--- config.mk ---
export PLATFORM = sky130hd
export DESIGN_NAME = aim65_tty_tx
export DESIGN_NICKNAME = d
export VERILOG_FILES = /design/src/rtl/aim65_tty_pkg.sv /design/src/rtl/aim65_sync_fifo.sv /design/src/rtl/aim65_tty_tx.sv
export SDC_FILE = /design/constraint.sdc
export NUM_CORES = 1
export LEC_CHECK = 0
export CORE_UTILIZATION = 50
export CTS_BUF_LIST = sky130_fd_sc_hd__clkbuf_16
export CTS_CLUSTER_DIAMETER = 50
export DETAILED_ROUTE_END_ITERATION = 6
export PLACE_DENSITY = 0.69
export SLEW_MARGIN = 20
export SYNTH_ARGS = -nofsm -noshare
export SYNTH_HDL_FRONTEND = slang
export SYNTH_SLANG_ARGS = --single-unit
--- constraint.sdc ---
create_clock -name cpu_clk -period 2.8 [get_ports cpu_clk]
set_input_delay 0.28 -clock cpu_clk [delete_from_list [all_inputs] [get_ports cpu_clk]]
set_output_delay 0.28 -clock cpu_clk [all_outputs]
set_load 0.02 [all_outputs]
--- src/rtl/aim65_tty_pkg.sv ---
// Shared types and constants for the AIM65 TTY host-side transmitter.
// Frame states and baud-divider helper live here.
package aim65_tty_pkg;

   localparam int DEF_CLK_HZ = 1000000;
   localparam int DEF_BAUD   = 9600;

   typedef enum logic [1:0] {
      IDLE  = 2'd0,
      START = 2'd1,
      DATA  = 2'd2,
      STOP  = 2'd3
   } tty_state_t;

   function automatic int clks_per_bit(input int clk_hz, input int baud);
      return clk_hz / baud;
   endfunction

endpackage

--- src/rtl/aim65_sync_fifo.sv ---
// Single-clock byte FIFO with registered full/empty flags and level.
// Read data falls through combinationally from the head entry.
module aim65_sync_fifo #(
   parameter int WIDTH = 8,
   parameter int DEPTH = 16,
   parameter int AW    = $clog2(DEPTH),
   parameter int LW    = $clog2(DEPTH + 1)
) (
   input  logic             cpu_clk,
   input  logic             reset,
   input  logic             wr,
   input  logic [WIDTH-1:0] wr_data,
   input  logic             rd,
   output logic [WIDTH-1:0] rd_data,
   output logic             full,
   output logic             empty,
   output logic [LW-1:0]    level
);

   logic [WIDTH-1:0] mem [DEPTH];
   logic [AW-1:0]    wr_ptr;
   logic [AW-1:0]    rd_ptr;
   logic [LW-1:0]    level_nxt;

   assign rd_data   = mem[rd_ptr];
   assign level_nxt = level + LW'(wr) - LW'(rd);

   always_ff @(posedge cpu_clk) begin
      if (wr) begin
         mem[wr_ptr] <= wr_data;
      end
   end

   always_ff @(posedge cpu_clk) begin
      if (reset) begin
         wr_ptr <= '0;
         rd_ptr <= '0;
         level  <= '0;
         full   <= 1'b0;
         empty  <= 1'b1;
      end else begin
         if (wr) wr_ptr <= wr_ptr + AW'(1);
         if (rd) rd_ptr <= rd_ptr + AW'(1);
         level <= level_nxt;
         full  <= (level_nxt == LW'(DEPTH));
         empty <= (level_nxt == '0);
      end
   end

endmodule

--- src/rtl/aim65_tty_tx.sv ---
// Buffered async serial transmitter feeding the AIM65 TTY receive line.
// Frames are start, LSB-first data, stop bits; back-to-back when data waits.
module aim65_tty_tx
   import aim65_tty_pkg::*;
#(
   parameter int CLK_HZ     = DEF_CLK_HZ,
   parameter int BAUD       = DEF_BAUD,
   parameter int DATA_BITS  = 8,
   parameter int STOP_BITS  = 2,
   parameter int FIFO_DEPTH = 16,
   localparam int LW        = $clog2(FIFO_DEPTH + 1)
) (
   input  logic          cpu_clk,
   input  logic          reset,
   input  logic          enable,
   input  logic [7:0]    tx_data,
   input  logic          tx_valid,
   output logic          tx_ready,
   output logic          serial_out,
   output logic          busy,
   output logic [LW-1:0] fifo_level,
   output logic          overflow
);

   localparam int CPB = clks_per_bit(CLK_HZ, BAUD);
   localparam int CW  = $clog2(CPB + 1);

   tty_state_t    state_q, state_d;
   logic [CW-1:0] cnt_q, cnt_d;
   logic [2:0]    bit_q, bit_d;
   logic [7:0]    shift_q, shift_d;
   logic          line_d;
   logic          bit_end;
   logic          wr, rd;
   logic          fifo_full, fifo_empty;
   logic [7:0]    fifo_dout;
   logic [LW-1:0] level_nxt;

   assign tx_ready  = ~fifo_full;
   assign wr        = tx_valid & tx_ready;
   assign bit_end   = (cnt_q == CW'(CPB - 1));
   assign level_nxt = fifo_level + LW'(wr) - LW'(rd);

   aim65_sync_fifo #(
      .WIDTH (8),
      .DEPTH (FIFO_DEPTH)
   ) u_fifo (
      .cpu_clk (cpu_clk),
      .reset   (reset),
      .wr      (wr),
      .wr_data (tx_data),
      .rd      (rd),
      .rd_data (fifo_dout),
      .full    (fifo_full),
      .empty   (fifo_empty),
      .level   (fifo_level)
   );

   always_comb begin
      state_d = state_q;
      cnt_d   = cnt_q;
      bit_d   = bit_q;
      shift_d = shift_q;
      rd      = 1'b0;
      unique case (state_q)
         IDLE: begin
            cnt_d = '0;
            bit_d = '0;
            if (enable && !fifo_empty) begin
               rd      = 1'b1;
               shift_d = fifo_dout;
               state_d = START;
            end
         end
         START: begin
            if (bit_end) begin
               cnt_d   = '0;
               bit_d   = '0;
               state_d = DATA;
            end else begin
               cnt_d = cnt_q + CW'(1);
            end
         end
         DATA: begin
            if (bit_end) begin
               cnt_d   = '0;
               shift_d = shift_q >> 1;
               if (bit_q == 3'(DATA_BITS - 1)) begin
                  bit_d   = '0;
                  state_d = STOP;
               end else begin
                  bit_d = bit_q + 3'd1;
               end
            end else begin
               cnt_d = cnt_q + CW'(1);
            end
         end
         STOP: begin
            if (bit_end) begin
               cnt_d = '0;
               if (bit_q == 3'(STOP_BITS - 1)) begin
                  bit_d = '0;
                  // chain straight into the next frame when a byte is waiting
                  if (enable && !fifo_empty) begin
                     rd      = 1'b1;
                     shift_d = fifo_dout;
                     state_d = START;
                  end else begin
                     state_d = IDLE;
                  end
               end else begin
                  bit_d = bit_q + 3'd1;
               end
            end else begin
               cnt_d = cnt_q + CW'(1);
            end
         end
      endcase
   end

   always_comb begin
      line_d = 1'b1;
      unique case (state_d)
         IDLE:  line_d = 1'b1;
         START: line_d = 1'b0;
         DATA:  line_d = shift_d[0];
         STOP:  line_d = 1'b1;
      endcase
   end

   always_ff @(posedge cpu_clk) begin
      if (reset) begin
         state_q    <= IDLE;
         cnt_q      <= '0;
         bit_q      <= '0;
         shift_q    <= '0;
         serial_out <= 1'b1;
         busy       <= 1'b0;
         overflow   <= 1'b0;
      end else begin
         state_q    <= state_d;
         cnt_q      <= cnt_d;
         bit_q      <= bit_d;
         shift_q    <= shift_d;
         serial_out <= line_d;
         busy       <= (state_d != IDLE) || (level_nxt != '0);
         if (tx_valid && !tx_ready) overflow <= 1'b1;
      end
   end

endmodule

* After elaboration in Yosys (flattened, before gate mapping)
Memories as Yosys holds them, arrays and structs flattened. A register that Yosys moved wholly into a read port is not among the register bits. Cells that the tools add are included. W data, S select, Z words.
Word-level totals: register bits after elaboration 38, bits in writable memories 128, input bits 12, output and inout port bits 9, word-level logic and storage cells 80, memories kept 1
Memory list:
- u_fifo.mem | words 16, bits a word 8, read ports 1, clocked after Yosys merged registers in 1, wr ports 1, line aim65_sync_fifo.sv:20 | logic [WIDTH-1:0] mem [DEPTH];
Cells by class: add/subtract/negate cells 6, equality and inequality tests 14, muxes and demuxes 30, bitwise logic cells 2, reductions and logical operators 14
Operators with widths (count):
- $mux W8 | 4
- $pmux W8 S3 | 1
- $mux W3 | 5
- $pmux W7 S2 | 1
- $mux W2 | 6
- $pmux W3 S4 | 1
- $add A4 B1 Y4 const B | 2
- $eq A2 B2 Y1 const B | 4
- $mux W4 | 2
- $ne A2 B2 Y1 const B | 4
- $pmux W2 S4 | 1
- $add A7 B1 Y7 const B | 1
- $eq A7 B7 Y1 const B | 1
- $mux W7 | 1
- $mux W1 | 6
- $add A5 B1 Y5 | 1
- $eq A5 B5 Y1 const B | 1
- $logic_not A5 Y1 | 1
- $reduce_bool A5 Y1 | 1
- $sub A5 B1 Y5 | 1
- $eq A2 B1 Y1 const B | 2
- $logic_not A2 Y1 | 2
- $reduce_and A4 Y1 | 1
- $add A3 B1 Y3 const B | 1
- other kinds (14) | 15

* Logic depth before layout (Yosys ltp)
Gate-level depths: netlist of run 1.
depth in word-level cells 9, mapped depth 13, mapped depth without buffers 13

* Modules after synthesis
Synthesis of run 1 repeated with hierarchy kept, for this count alone.
Unflattened totals: cell total of the unflattened synthesis 471, area, all modules 7347.0 µm²
By module, submodules not included:
- aim65_sync_fifo | instances 1, cells an instance 301, area each 5821.8 µm², seq. area each 4224.1 µm²
- aim65_tty_tx | instances 1, cells an instance 170, area each 1525.2 µm², seq. area each 460.4 µm²

* Worst setup path after synthesis of run 1
No wires, ideal clock.
path type reg-to-reg, start point reg cnt_q[0], end point reg busy, library setup time 0.132 ns, data arrival time 2.834 ns, required time 2.668 ns, slack -0.166 ns, cell stages (with the launch flop) 13, path buffers 0, period minus slack after synthesis 2.966 ns, path through dfxtp_1 > ha_1 > and2_1 > a41oi_1 > nor3_2 > xor2_1 > ha_1 > fa_1 > a21o_1 > a21oi_1 > xnor2_1 > o31ai_1 > o21ai_0
Between the ends: longest elaborated chain between the ends 6, elaborated cells on any way between the ends 11, those cells by class add/sub (1); eq/ne (1); mux (6); reduce/logical (3)
RTL lines:
- from (decl) | line aim65_tty_tx.sv:29 | logic [CW-1:0] cnt_q, cnt_d;
- from (signal assigned) | line aim65_tty_tx.sv:142 | cnt_q <= cnt_d;
- $eq A7 B7 Y1 * | line aim65_tty_tx.sv:41 | assign bit_end = (cnt_q == CW'(CPB - 1));
- $mux W1 | line aim65_tty_tx.sv:99 | if (bit_end) begin
- $pmux W1 S2 | line aim65_tty_tx.sv:65 | unique case (state_q)
- $sub A5 B1 Y5 | line aim65_tty_tx.sv:42 | assign level_nxt = fifo_level + LW'(wr) - LW'(rd);
- $reduce_bool A5 Y1 | line aim65_tty_tx.sv:146 | busy <= (state_d != IDLE) || (level_nxt != '0);
- $logic_or A1 B1 Y1 * | line aim65_tty_tx.sv:146
- to (signal assigned) | line aim65_tty_tx.sv:146
- to (decl) | line aim65_tty_tx.sv:20 | output logic busy,
Mark *: on every way between the ends. The rest lies on a longest branch, timed or not. A chain may end at the register's enable or synchronous reset.

* Worst setup path in the final report of run 1
start point reg cnt_q[1], end point reg busy
Between the ends: longest elaborated chain between the ends 6, elaborated cells on any way between the ends 11, those cells by class add/sub (1); eq/ne (1); mux (6); reduce/logical (3)
RTL lines:
- $eq A7 B7 Y1 | line aim65_tty_tx.sv:41
- $mux W1 | line aim65_tty_tx.sv:99
- $pmux W1 S2 | line aim65_tty_tx.sv:65
- $sub A5 B1 Y5 | line aim65_tty_tx.sv:42
- net level_nxt[1] | line aim65_tty_tx.sv:37 | logic [LW-1:0] level_nxt;
- $reduce_bool A5 Y1 | line aim65_tty_tx.sv:146
- $logic_or A1 B1 Y1 | line aim65_tty_tx.sv:146
The timed path passes the listed nets, and every way through them passes these cells.

==> impl_metrics.yaml, run 1 <==
logic_synthesis:
  async_reset_ff_share_pct: 0
  mappedNetlistArea_mm2: 0.00707
  synth_cells: 429
  synth.distinct_cells: 45
  ys_seq_area_share_pct: 66.2
  yosys.area.top_type: "edfxtp_1"
  synth.top_cells.by_count: "128 x edfxtp_1, 42 x dfxtp_1, 42 x nor2_1"
  synth_flop_cell: "edfxtp_1"
  ys_top_cells_by_area: "edfxtp_1 54%, dfxtp_1 12%, mux4_2 7.6%, mux4_1 5.6%, ha_1 3.7%"
  syn_area_per_cell_um2: 16.5
  synth.most_common_cell: "edfxtp_1"
  syn_nets: 463
  synth.top_cell.area_share_pct: 54.3
  synth-seq-cells: 170
  synth_edf_count: 128
  yosys_warnings: 0
floorplanning:
  rows: 43
  die_w_um: 121
  io_pins: 21
  core_area_mm2: 0.0138
  die_h_um: 121
  start_util_pct: 51.2
  dieArea_mm2: 0.0146
final_layout:
  syn_to_final_growth_pct: 18.6
  layout-drive-gt1-share_pct: 23.1
  num_antenna_cells: 0
  final_nets: 528
  final_util_pct: 60.7
global_routing:
  grt_pass1_vias: 4116
  grt.busiest_layer: "met2"
  use_met3_pct: 4.98
  grt_util_met2_pct: 34.2
  track_usage_pct: 20.4
  grt_pass1_wl_um: 21600
  antenna_found_initial: 0
  gr-total-overflow: 0
  grt.met1_usage_pct: 25.0
  grt_max_degree: 30
timing:
  fin_crit_ns: 2.66
  hold_violations: 0
  fin_crit_sh_pct: 95.0
  fmax_mhz: 376
  finClkSkew_ns: 0.00611
  worst_slew_margin_rel_pct: 60.8
  fin_tns_setup_ns: 0
  setup_viol: 0
  tightest_slew_ns: 0.583
  maxSlewViolCount: 0
worst_setup_path:
  cp.arrival_ns: 2.97
  critPathMostFrequentCell: "ha_2"
  crit_fanout: 5
  worstRegToRegCells: 10
  path_cells: "ha_2 > and2_4 > a41oi_4 > nor3_4 > xor2_1 > ha_2 > fa_2 > or3_4 > o31ai_4 > o21ai_1"
  worstSetupEndpointType: "register"
  slowest_stage: "fa_2"
  regToRegSetupSlack_ns: 0.14
  crit_type: "register to register"
  crit_required_ns: 3.11
  start_kind: "register"
  max_stage_delay_ns: 0.44
clock_tree:
  cts_root_buf: "clkbuf_16"
  cts_hold_buf: 0
  cts_buffers: 17
  clock_sinks: 170
  htreeDepth: 4
  clockBufferDepth: 2
  clk_pin_slew_worst_paths_ns: 0.07
  cts_tree: "yes"
  worstSkewPairLatency_ns: 0.43
drt:
  drt-initial-drc-count: 276
  route.detailed.drc: 0
  vias: 3927
  antenna_left: 0
  wl_per_cell_um: 19.7
  dr.pass1.iters: 5
  vias_per_cell: 5.72
  wl_um: 13500
placement:
  io_buffers: 20
  place_hpwl_um: 9050
  gp_congestion: 0.827
power:
  power.density_mw_per_mm2: 846
  vdd_drop_max_mv: 0.505
  p_leak_nw: 2.80
worst_hold_path:
  hold_path_depth: 1
  hold_class: "register to register"
flow_run:
  drv_cap: 0
run_status:
  status: "finished, final reports clean"
==> flip-flops by register name (all words and copies together) (netlist names), 2 cells and up, named ones only <==
signal         count
state_q            2
u_fifo.level       5
u_fifo.rd_ptr      4
bit_q              3
shift_q            8
u_fifo.mem       128
u_fifo.wr_ptr      4
cnt_q              7
==> layout by cell type, fill, tap and decap left out, types with 6 or more instances in the layout <==
| cell | synthesis | routed |
|---|---|---|
| nand2b_1 | 7 | 7 |
| inv_1 | 16 | 16 |
| clkdlybuf4s50_1 | 0 | 20 |
| edfxtp_1 | 128 | 128 |
| xnor2_1 | 10 | 10 |
| inv_6 | 0 | 6 |
| nor2_1 | 42 | 42 |
| nand2_1 | 11 | 11 |
| ha_1 | 21 | 17 |
| nor4b_1 | 7 | 7 |
| nor3_1 | 8 | 8 |
| a21oi_1 | 13 | 12 |
| xor2_1 | 7 | 7 |
| mux4_2 | 24 | 24 |
| dfxtp_1 | 42 | 37 |
| clkbuf_16 | 0 | 17 |
| nand3_1 | 6 | 6 |
| buf_4 | 0 | 42 |
| mux4_1 | 15 | 15 |
| a221o_1 | 6 | 6 |
==> cell type report <==
| class | count | area (µm²) |
|---|---|---|
| inverter | 16 | 60.1 |
| clock inverter | 14 | 138 |
| tap | 180 | 225 |
| clock buffer | 17 | 425 |
| multi-input combinational | 226 | 2320 |
| sequential | 170 | 4690 |
| timing repair buffer | 63 | 536 |
| fill | 994 | 5440 |
==> final timing paths <==
| path | from | to |
|---|---|---|
| setup reg to reg | cnt_q[1] | busy |
| setup / recovery | cnt_q[1] | busy |
| hold reg to reg | shift_q[2] | shift_q[1] |
| hold / removal | shift_q[2] | shift_q[1] |
==> power breakdown <==
part           total [W]  internal (W)  switching, W  leakage, nW
logic            0.00183      0.000919      0.000915         1.03
registers        0.00304       0.00292      0.000121         1.50
clock network    0.00222       0.00124      0.000984        0.271
==> stage by stage <==
step	total power (W)	cells	hold slack [ns]	setup slack (ns)	instance area, µm²
floorplan	0.00431	429	0.379	0.00890	7110
CTS	0.00707	683	0.493	0.00920	8320
detailed placement	0.00483	652	0.475	-0.0805	7750
finish	0.00709	686	0.489	0.140	8390
global route	0.00741	686	0.501	-0.00121	8390
global placement	0.00479	652	0.467	-0.00358	7750
==> per-layer routing <==
metal	share of wire, %	vias up
met2	50	114
met5	0	-
met4	2.3	0
met1	42	1977
li1	-	1806
met3	5.4	30
==> critical path: cells and delay by family (launching register included) <==
family,cells,cell delay (ns)
fa+ha+maj,3,0.83
compound gates,3,0.48
flops,1,0.34
simple gates,3,0.74
xor+xnor,1,0.17
==> cell families (layout without fill, tap and decap cells) <==
logic type	Yosys count	in the layout	synth area share (%)
and+or+nand+nor	101	101	7.29
buffers and inverters	33	110	2.32
xor gates and xnor gates	17	17	2.10
adders and majority gates	22	22	4.00
muxes	43	43	13.8
AOI/OAI and AO/OA	43	43	4.30
DFF	170	170	66.2
==> timing repair <==
item	in CTS	in global routing
endpoints found under the setup margin	1	3
buffers inserted	0	3
resized for setup	3	12
pin swaps	0	6
Note: power is estimated with default switching activity, not from simulation.
==> inputs of run 2 (changes only) <==
--- a/config.mk
+++ b/config.mk
@@ -5,6 +5,7 @@
 export SDC_FILE = /design/constraint.sdc
 export NUM_CORES = 1
 export LEC_CHECK = 0
+export CORE_MARGIN = 1.5
 export CORE_UTILIZATION = 50
 export CTS_BUF_LIST = sky130_fd_sc_hd__clkbuf_16
 export CTS_CLUSTER_DIAMETER = 50
@@ -14,3 +15,4 @@
 export SYNTH_ARGS = -nofsm -noshare
 export SYNTH_HDL_FRONTEND = slang
 export SYNTH_SLANG_ARGS = --single-unit
+export TNS_END_PERCENT = 20
==> run 2 against run 1 <==
  * Hold slack worse by 0.023 ns
  * Fmax is 3.8% lower
  * Routed wire length is 2.1% lower
  * Cell count is 0.44% lower
  * Sequential share of layout area is 0.17 points lower
  * Via count is 2.3% lower
  * Sequential cell count stayed put
  * Sequential power hardly changed
  * Global-route usage is 0.83 points lower
  * Critical path type unchanged
==> impl_metrics.yaml, run 2 (synthesized netlist as in run 1, its figures left out) <==
run_status:
  status: "finished, final reports clean"
worst_setup_path:
  start_kind: "register"
  worstRegToRegCells: 10
  crit_fanout: 3
  worstSetupEndpointType: "register"
  rr_startpoint: "cnt_q[4]"
  regToRegEndpoint: "busy"
  crit_type: "register to register"
  regToRegSetupSlack_ns: 0.04
  crit_required_ns: 3.10
  cp.arrival_ns: 3.07
timing:
  fin_tns_setup_ns: 0
  hold_violations: 0
  fmax_mhz: 362
  setup_viol: 0
  tightest_slew_ns: 0.590
  rsz0062_at_grt: "yes"
  setup_slack_ns: 0.0362
  whs_ns: 0.466
  finClkSkew_ns: 0.00674
  fin_crit_ns: 2.76
  worst_slew_margin_rel_pct: 60.3
  maxSlewViolCount: 0
  fin_crit_sh_pct: 98.7
clock_tree:
  clockBufferDepth: 2
  clock_sinks: 170
  cts_tree: "yes"
  cts_hold_buf: 0
  cts_root_buf: "clkbuf_16"
  cts_buffers: 17
  worstSkewPairLatency_ns: 0.42
  htreeDepth: 4
  clk_pin_slew_worst_paths_ns: 0.06
flow_run:
  drv_cap: 0
worst_hold_path:
  min-delay-start: "overflow"
  hold_path_depth: 2
  hold-path-endpoint: "overflow"
  hold_class: "register to register"
final_layout:
  num_antenna_cells: 0
  syn_to_final_growth_pct: 19.0
  reg.largest.list: "u_fifo.mem: 128 flops, shift_q: 8 flops, cnt_q: 7 flops"
  final_cells: 683
  final_cell_mix: "128 x edfxtp_1, 42 x nor2_1, 38 x buf_4, 35 x dfxtp_1, 24 x mux4_2"
  layout-drive-gt1-share_pct: 23.5
  final_common_cell: "edfxtp_1"
  largest_reg_flops: 128
  final_nets: 524
  largest_register: "u_fifo.mem"
global_routing:
  antenna_found_initial: 0
  grt_pass1_wl_um: 21200
  track_usage_pct: 19.6
  gr-total-overflow: 0
  grt_max_degree: 33
  grt_pass1_vias: 3924
power:
  seq_power_share_pct: 41.6
  pwr-share-clk_pct: 33.0
  internal_power_w: 0.00523
  p_sw_w: 0.00201
  swShare_pct: 27.8
  power_frac_comb_pct: 25.3
  vdd_drop_max_mv: 0.567
  p_leak_nw: 2.81
  power.density_mw_per_mm2: 860
placement:
  dpl.cell_count: 648
  gp_congestion: 0.804
  io_buffers: 20
  post-place-ws_ns: -0.0514
  place_hpwl_um: 8760
floorplanning:
  die_w_um: 122
  die_h_um: 122
  rows: 43
  start_util_pct: 51.2
  io_pins: 21
  core_area_mm2: 0.0138
  dieArea_mm2: 0.0149
drt:
  vias_per_cell: 5.62
  wl_per_cell_um: 19.4
  dr.pass1.iters: 4
  drt-initial-drc-count: 380
  route.detailed.drc: 0
  vias: 3838
  wl_um: 13200
  antenna_left: 0
run 2: cell types whose count changed in the layout (fill, tap and decap cells not counted), moves of 2 or more:
cell	before	now
buf_4	42	38
bufinv_16	1	3
clkinv_2	0	2
clkinv_4	2	0
dfxtp_1	37	35
dfxtp_2	5	7
inv_6	6	4
run 2: worst max path at each step:
stage / start / to / slack, ns / cells after the start
after detailed placement: bit_q[1] / busy / -0.05 / 12
after floorplan: cnt_q[0] / busy / 0.009 / 11
after CTS: state_q[0] / busy / 0.01 / 9
after global placement: bit_q[1] / busy / 0.02 / 12
final: cnt_q[4] / busy / 0.04 / 10
after global routing: cnt_q[4] / busy / -0.08 / 10
run 2: through the flow:
stage / instance area [µm²] / utilization (%) / total power, W
after floorplan: 7110 / - / 0.00431
after global placement: 7720 / 55.8 / 0.00476
after detailed placement: 7720 / 55.8 / 0.00480
after CTS: 8340 / 60.3 / 0.00722
after global routing: 8420 / 60.9 / 0.00759
final: 8420 / 60.9 / 0.00725
run 2: layout make-up:
cell class / count / area (µm²)
flip-flops and latches: 170 / 4690
inverters: 16 / 60.1
clock buffers: 17 / 425
clock inverters: 15 / 188
well taps: 180 / 225
repair buffers: 59 / 505
multi-input cells: 226 / 2320
fillers: 986 / 5410
run 2: worst max-delay path: stages, from the launching register on:
cell	delay (ns)
dfxtp_2	0.32
and4bb_2	0.36
a41oi_4	0.15
nor3_4	0.23
xor2_1	0.10
ha_2	0.21
fa_2	0.42
xor2_2	0.16
or3_4	0.35
o31ai_4	0.25
o21ai_1	0.09
run 2: repair_timing:
item / CTS / global route
pin swaps: 2 / 8
gates resized for setup: 3 / 15
setup endpoints to repair: 1 / 1
gates cloned: 0 / 0
buffers inserted: 0 / 3
run 2: power groups by stage:
stage	registers, W	clock network [W]	logic [W]
after detailed placement	0.00307	0	0.00173
after floorplan	0.00309	0	0.00122
final	0.00302	0.00239	0.00183
after global placement	0.00306	0	0.00170
after CTS	0.00301	0.00244	0.00177
after global routing	0.00304	0.00254	0.00201
run 2: per-layer routing:
layer  GRT usage (%)  wire [µm]
met5               0          0
met4            7.13        276
met3            5.01        455
met2            32.4       6700
met1            25.2       5800
==> inputs of run 3 (changes only) <==
--- a/config.mk
+++ b/config.mk
@@ -10,7 +10,7 @@
 export CTS_BUF_LIST = sky130_fd_sc_hd__clkbuf_16
 export CTS_CLUSTER_DIAMETER = 50
 export DETAILED_ROUTE_END_ITERATION = 6
-export PLACE_DENSITY = 0.69
+export PLACE_DENSITY = 0.67
 export SLEW_MARGIN = 20
 export SYNTH_ARGS = -nofsm -noshare
 export SYNTH_HDL_FRONTEND = slang
==> constraint.sdc (replaced) <==
create_clock -name cpu_clk -period 3.6 [get_ports cpu_clk]
set_input_delay 0.36 -clock cpu_clk [delete_from_list [all_inputs] [get_ports cpu_clk]]
set_output_delay 0.36 -clock cpu_clk [all_outputs]
set_load 0.02 [all_outputs]
==> run 3 against run 2 <==
  * Clock power fell by 28%
  * Core utilization is 2.5 points lower
  * Worst setup slack gained 0.33 ns
  * Fmax is 14% lower
  * Critical path depth is 2 higher
  * Cell count decreased by 3.8%
  * Clock skew fell by 0.00060 ns
  * Global-route usage is 0.14 points lower
  * First-iteration DRC count is 0.79% higher
  * Combinational power fell by 31%
  * Die area did not move
  * Sequential cell count stayed put
  * Largest cell class unchanged
  * Largest power group unchanged
==> impl_metrics.yaml, run 3 (synthesized netlist as in run 1, its figures left out) <==
placement:
  post-place-ws_ns: 0.324
  gp_congestion: 0.876
  io_buffers: 20
  dpl.cell_count: 625
  place_hpwl_um: 8810
final_layout:
  final_common_cell: "edfxtp_1"
  num_antenna_cells: 0
  final_cell_mix: "128 x edfxtp_1, 42 x nor2_1, 41 x dfxtp_1, 24 x mux4_2, 21 x ha_1"
  reg.largest.list: "u_fifo.mem: 128 flops, shift_q: 8 flops, cnt_q: 7 flops"
  final_util_pct: 58.4
  syn_to_final_growth_pct: 14.2
  final_nets: 498
  largest_register: "u_fifo.mem"
  final_cells: 657
  filler_cell_count: 1041
  largest_reg_flops: 128
  layout-drive-gt1-share_pct: 15.1
clock_tree:
  cts_root_buf: "clkbuf_16"
  htreeDepth: 4
  cts_tree: "yes"
  cts_buffers: 17
  worstSkewPairLatency_ns: 0.42
  clock_sinks: 170
  clockBufferDepth: 2
  clk_pin_slew_worst_paths_ns: 0.07
global_routing:
  antenna_found_initial: 0
  use_met3_pct: 3.93
  grt.busiest_layer: "met2"
  grt_util_met2_pct: 31.7
  grt_max_degree: 30
  grt.met1_usage_pct: 26.2
  grt_pass1_vias: 3779
  gr-total-overflow: 0
  grt_pass1_wl_um: 20900
  track_usage_pct: 19.5
timing:
  fmax_mhz: 309
  worst_slew_margin_rel_pct: 40.2
  fin_crit_ns: 3.23
  hold_violations: 0
  finClkSkew_ns: 0.00614
  tightest_slew_ns: 0.894
  setup_slack_ns: 0.368
  fin_crit_sh_pct: 89.8
  maxSlewViolCount: 0
  fin_tns_setup_ns: 0
  setup_viol: 0
  rsz0062_at_grt: "no"
worst_setup_path:
  slowest_stage: "fa_1"
  crit_required_ns: 3.90
  worstSetupEndpointType: "register"
  crit_type: "register to register"
  max_stage_delay_ns: 0.41
  crit_fanout: 5
  critPathMostFrequentCell: "ha_1"
  path_cells: "ha_1 > and2_1 > a41oi_1 > nor3_4 > xor2_1 > ha_1 > fa_1 > a21o_1 > a21oi_1 > xnor2_1 > o31ai_1 > o21ai_0"
  cp.arrival_ns: 3.53
  start_kind: "register"
  regToRegSetupSlack_ns: 0.37
power:
  vdd_drop_max_mv: 0.379
  total_power_w: 0.00537
  power.density_mw_per_mm2: 665
  p_leak_nw: 2.64
worst_hold_path:
  hold_class: "register to register"
drt:
  wl_um: 12900
  wl_per_cell_um: 19.6
  vias_per_cell: 5.60
  antenna_left: 0
  drt-initial-drc-count: 383
  vias: 3678
  route.detailed.drc: 0
  dr.pass1.iters: 4
flow_run:
  drv_cap: 0
floorplanning:
  die_w_um: 122
  die_h_um: 122
  dieArea_mm2: 0.0149
  start_util_pct: 51.2
  core_area_mm2: 0.0138
  io_pins: 21
  rows: 43
run_status:
  status: "finished, final reports clean"
## run 3: cell count changes in the layout (fill, tap and decap cells not counted), sizes merged
cell	before	now
buf	39	13
clkinv	2	4
inv	22	23
clkinvlp	4	3
bufinv	3	1
## run 3: worst max-delay path, delay by kind of cell (launching register included)
family / cells / cell delay (ns)
adders and majority gates: 3 / 0.87
xor gates and xnor gates: 2 / 0.23
DFF: 1 / 0.38
and+or+nand+nor: 2 / 0.53
AOI/OAI and AO/OA: 5 / 1.10
## run 3: final cells by class
type	instances	area [µm²]	share of cell area, %
timing repair buffer	33	310	3.84
multi-input combinational	226	2230	27.6
sequential	170	4690	58.0
inverter	16	60.1	0.743
clock inverter	15	140	1.73
clock buffer	17	425	5.27
tap	180	225	2.79
## run 3: what timing repair did
item | 4_1_cts | 5_1_grt
endpoints found under the setup margin | 0 | 1
setup buffers | 0 | 0
hold buffers | 0 | 0
resized for setup | 0 | 1
## run 3: final timing paths
kind,start,end,depth (start not counted)
setup / recovery,cnt_q[0],busy,12
hold / removal,cnt_q[0],cnt_q[0],1
setup reg to reg,cnt_q[0],busy,12
hold reg to reg,cnt_q[0],cnt_q[0],1
## run 3: power breakdown
group | internal, W | switching [W]
combinational | 0.000628 | 0.000641
clock | 0.000965 | 0.000768
sequential | 0.00227 | 0.000101
total | 0.00386 | 0.00151
## run 3: per-stage QoR
step           hold WS [ns]  area, µm²
4_1_cts               0.479       8070
3_5_place_dp          0.464       7510
5_1_grt               0.490       8080
6_report              0.474       8080
3_3_place_gp          0.447       7510
2_1_floorplan         0.430       7070
## run 3: per-layer routing
layer	vias up	routed length [µm]
met1	1839	5820
met5	-	0
li1	1753	-
met2	73	6520
met3	13	387
met4	0	162
